$ cat config.mk
export PLATFORM = sky130hd
export DESIGN_NAME = sll_pipe
export DESIGN_NICKNAME = d
export VERILOG_FILES = /design/src/rtl/alu_pkg.sv /design/src/rtl/sll_stage.sv /design/src/rtl/sll_pipe.sv
export SDC_FILE = /design/constraint.sdc
export NUM_CORES = 1
export LEC_CHECK = 0
export CORE_MARGIN = 1
export CORE_UTILIZATION = 65
export CTS_BUF_LIST = sky130_fd_sc_hd__clkbuf_2
export CTS_CLUSTER_DIAMETER = 200
export DETAILED_ROUTE_END_ITERATION = 7
export PLACE_DENSITY = 0.95
export SETUP_SLACK_MARGIN = 0.2
export SYNTH_ARGS = -nofsm -noshare
export SYNTH_HDL_FRONTEND = slang
export SYNTH_SLANG_ARGS = --single-unit
$ cat constraint.sdc
create_clock -name clk -period 3.2 [get_ports clk]
set_input_delay 0.64 -clock clk [delete_from_list [all_inputs] [get_ports clk]]
set_output_delay 0.64 -clock clk [all_outputs]
set_load 0.05 [all_outputs]
$ cat src/rtl/alu_pkg.sv
// Shared ALU definitions for the pipelined logical left shifter:
// operand widths, per-stage shift distances and the stage register layout.
package alu_pkg;

  localparam int XLEN      = 32;
  localparam int SHAMT_W   = 5;
  localparam int STAGES    = 5;
  localparam int SLL_TAG_W = 5;

  localparam int SH_S1 = 16;
  localparam int SH_S2 = 8;
  localparam int SH_S3 = 4;
  localparam int SH_S4 = 2;
  localparam int SH_S5 = 1;

  typedef struct packed {
    logic                 valid;
    logic [XLEN-1:0]      data;
    logic [SHAMT_W-1:0]   shamt_rem;
    logic [SLL_TAG_W-1:0] tag;
  } sll_stage_t;

  function automatic int stage_shift(input int k);
    case (k)
      1:       return SH_S1;
      2:       return SH_S2;
      3:       return SH_S3;
      4:       return SH_S4;
      5:       return SH_S5;
      default: return 0;
    endcase
  endfunction

  // Zero-filling constant left shift, applied only when the stage's shamt bit is set.
  function automatic logic [XLEN-1:0] sll_const(input logic [XLEN-1:0] d,
                                                input int sh,
                                                input logic en);
    return en ? (d << sh) : d;
  endfunction

endpackage

$ cat src/rtl/sll_stage.sv
// One register stage of the left shifter: conditional constant shift by SHIFT
// when shamt bit BIT is set, plus the stage's local ready term.
module sll_stage
  import alu_pkg::*;
#(
  parameter int SHIFT = 1,
  parameter int BIT   = 0
) (
  input  logic       clk,
  input  logic       rst,
  input  logic       flush,
  input  sll_stage_t prev,
  input  logic       nxt_rdy,
  output logic       rdy,
  output sll_stage_t stage_q
);

  sll_stage_t         stage_p;
  logic [SHAMT_W-1:0] rem_next;

  // An empty stage can always load, which is what collapses bubbles under stall.
  assign rdy = !stage_p.valid || nxt_rdy;

  always_comb begin
    rem_next      = prev.shamt_rem;
    rem_next[BIT] = 1'b0;
  end

  always_ff @(posedge clk) begin
    if (rst) begin
      stage_p <= '0;
    end else if (flush) begin
      stage_p.valid <= 1'b0;
    end else if (rdy) begin
      stage_p.valid     <= prev.valid;
      stage_p.data      <= sll_const(prev.data, SHIFT, prev.shamt_rem[BIT]);
      stage_p.shamt_rem <= rem_next;
      stage_p.tag       <= prev.tag;
    end
  end

  assign stage_q = stage_p;

endmodule

$ cat src/rtl/sll_pipe.sv
// Five-stage pipelined 32-bit logical left shifter (SLL/SLLI) with a tag
// carried alongside each operand and valid/ready handshakes on both ends.
module sll_pipe
  import alu_pkg::*;
#(
  parameter int TAG_W = SLL_TAG_W
) (
  input  logic               clk,
  input  logic               rst,
  input  logic               flush,
  input  logic               in_valid,
  output logic               in_ready,
  input  logic [XLEN-1:0]    in_a,
  input  logic [SHAMT_W-1:0] in_shamt,
  input  logic [TAG_W-1:0]   in_tag,
  output logic               out_valid,
  input  logic               out_ready,
  output logic [XLEN-1:0]    out_result,
  output logic [TAG_W-1:0]   out_tag
);

  sll_stage_t        s_in;
  sll_stage_t        stq [1:STAGES];
  logic [STAGES:1]   down_rdy;
  logic [STAGES:1]   stage_rdy;
  logic              unused_tail;

  assign in_ready = stage_rdy[1] && !flush && !rst;

  assign s_in = '{valid:     in_valid && in_ready,
                  data:      in_a,
                  shamt_rem: in_shamt,
                  tag:       in_tag};

  // Ready seen by each stage from downstream, unrolled from the output back.
  always_comb begin
    logic r;
    r        = out_ready;
    down_rdy = '0;
    for (int k = STAGES; k >= 1; k--) begin
      down_rdy[k] = r;
      r           = !stq[k].valid || r;
    end
  end

  for (genvar k = 1; k <= STAGES; k++) begin : g_stage
    sll_stage_t prev;

    if (k == 1) begin : g_src
      assign prev = s_in;
    end else begin : g_src
      assign prev = stq[k-1];
    end

    sll_stage #(
      .SHIFT (stage_shift(k)),
      .BIT   (STAGES - k)
    ) u_stage (
      .clk     (clk),
      .rst     (rst),
      .flush   (flush),
      .prev    (prev),
      .nxt_rdy (down_rdy[k]),
      .rdy     (stage_rdy[k]),
      .stage_q (stq[k])
    );
  end

  assign out_valid  = stq[STAGES].valid && !flush && !rst;
  assign out_result = stq[STAGES].data;
  assign out_tag    = stq[STAGES].tag;

  assign unused_tail = ^{stq[STAGES].shamt_rem, stage_rdy[STAGES:2]};

endmodule

==> impl_metrics.ini <==
[synth]
mappedNetlistArea_sq_mm = 0.00973
syn-instance-count = 1008
synth_nets = 1055
synthArstFlopShare_pct = 0
synth_edf_count = 0
synthFlopType = dfxtp_1
synthDistinctLibCells = 38
ys_ff_latch = 200
yosysSeqAreaShare_pct = 41.1
ys_warn_count = 0
avgSynthCellArea_sq_um = 9.65

[clock_tree]
cts_max_level = 4
holdBufCountCts = 0
cts_made_buffers = 17
cts_resized = 0
clk_path_buf_depth = 2
cts_setup_buffers = 0
clock-sinks = 200
clkSlewWorstSetupHoldPaths_ps = 260
insertion_delay_ps = 800
root_buffer = clkbuf_2
cts_tree = built

[critical_path]
cp_data_required_time_ps = 2560
cp_slowest_cell = dfxtp_1
cp_data_arrival_time_ps = 2040
worstSetupPathType = reg2out
start_kind = flip-flop
critPathMaxFanout = 6
rr_endpoint = g_stage[1].u_stage.stage_q[28]
rrSetupSlack_ps = 1180
end_kind = output port
crit_end = in_ready
worst_path_largest_cell_delay_ps = 480
ff2ff_path_depth = 5
crit_path_start = g_stage[5].u_stage.stage_q[42]
r2r_start = g_stage[5].u_stage.stage_q[42]
worstPathCellList = and4b_2 > and3_1 > nor3_2 > buf_4

[drt]
wl_per_cell_um = 16.3
dr_total_vias = 7123
antenna_left = 0
wl_um = 19200
first_iter_violations = 544
drt-pass1-iter-count = 7
drc = 0
via_per_inst = 6.04

[floorplan]
ios = 86
initial_core_util_pct = 66.7
num_rows = 44
dieWidth_um = 124
core-area_sq_mm = 0.0146
die_h_um = 124
die-area_sq_mm = 0.0155

[place]
place_area_sq_mm = 0.0102
io_buffer_count = 85
gp_congestion = 0.789
placedCellCount = 1148
dp_hpwl_um = 12600

[finish]
nets = 1030
area_growth_pct = 8.14
diodes = 0
drive_gt1_share_pct = 12.4
layout_commonest_cell = dfxtp_1
fin_area_sq_mm = 0.0105
largest_reg_flops = 200
final_core_util_pct = 72.1
fin_cells = 1180
mostFrequentLayoutCells = 199 x dfxtp_1, 152 x mux2i_1, 108 x a21oi_1

[global_routing]
grt_use_total_pct = 25.0
grt_max_degree = 171
antenna_found_initial = 0
grt_first_pass_wirelength_um = 32000
gr-total-overflow = 0
grt_pass1_vias = 6524

[timing]
rsz0062_at_grt = false
period_needed_ps = 2680
max_freq_mhz = 373
tightest_slew_ps = 912
finalCritPeriodShare_pct = 83.9
clock_skew_ps = 25.1
setup_viol = 0
finalMaxSlewViolations = 0
fin_setup_tns_ps = 0
hold_viol = 0
maxSlewHeadroom_pct = 39.2

[power_and_ir_drop]
p_per_area_mw_per_mm2 = 449
ir_drop_v = 0.000255
p_leak_nw = 3.59

[min_path]
hold_path_class = in2reg

[job]
drv_cap = 0

[run_status]
outcome = complete, no violations
==> layout make-up <==
class	count	area [sq um]
timing repair buffer	104	1030
inverter	25	95.1
sequential	200	4010
fill	998	4070
multi-input combinational	635	4870
clock inverter	14	194
clock buffer	18	90.1
tap	184	230
==> metal layers <==
layer  vias up  wire (um)  GRT usage [%]
li1       3583          -              -
met4         0        324           7.58
met1      3344       9030           32.9
met2       168       9130           40.6
met5         -          0              0
met3        28        718           5.67
==> worst min path at each step <==
stage	from	to	slack (ps)	cells past startpoint
final	rst	g_stage[4].u_stage.stage_q[3]	270	2
after global placement	g_stage[2].u_stage.stage_q[39]	g_stage[2].u_stage.stage_q[39]	440	2
after global routing	rst	g_stage[5].u_stage.stage_q[1]	200	2
after detailed placement	g_stage[3].u_stage.stage_q[42]	g_stage[4].u_stage.stage_q[42]	450	1
after floorplan	g_stage[2].u_stage.stage_q[38]	g_stage[2].u_stage.stage_q[38]	430	2
after CTS	rst	g_stage[5].u_stage.stage_q[2]	190	2
==> power by group <==
part / total [mW] / leakage, nW / internal (mW) / switching [mW]
clock network: 1.39 / 0.163 / 0.526 / 0.860
registers: 2.69 / 1.64 / 2.61 / 0.0770
logic: 0.647 / 1.79 / 0.297 / 0.349
total: 4.72 / 3.59 / 3.44 / 1.29
==> worst max-delay path: cells and delay by family, from the launching register on <==
| family | cells | cell delay [ps] |
|---|---|---|
| buffers and inverters | 1 | 200 |
| flip-flops | 1 | 480 |
| AND/OR/NAND/NOR | 3 | 570 |
==> stage by stage <==
step / hold slack (ps) / power, mW / setup WS (ps)
after floorplan: 433 / 3.22 / 518
after global placement: 445 / 3.35 / 529
after detailed placement: 445 / 3.38 / 472
after CTS: 192 / 4.73 / 463
after global routing: 202 / 4.90 / 340
final: 268 / 4.72 / 517
==> kinds of logic after synthesis <==
kind of cell	Yosys count	share of synthesized area [%]
DFF	200	41.1
buffers and inverters	173	8.86
AOI/OAI and AO/OA	273	18.1
and+or+nand+nor	170	11.3
muxes	192	20.7
==> cell usage after synthesis (all sizes together), types with 2 or more instances <==
library cell | count | area, sq um
a211oi | 48 | 360
a21oi | 109 | 557
a311oi | 61 | 534
buf | 78 | 505
clkbuf | 70 | 263
dfxtp | 200 | 4000
inv | 25 | 93.8
mux2 | 40 | 488
mux2i | 152 | 1520
nand2b | 57 | 357
nand3 | 11 | 55.1
nand4b | 3 | 26.3
nor2 | 17 | 63.8
nor2b | 17 | 106
nor3 | 2 | 10.0
o21a | 4 | 30.0
o21ai | 48 | 240
or3 | 28 | 175
or3b | 24 | 210
or4b | 4 | 40.0
(Power assumes the default switching activity.)
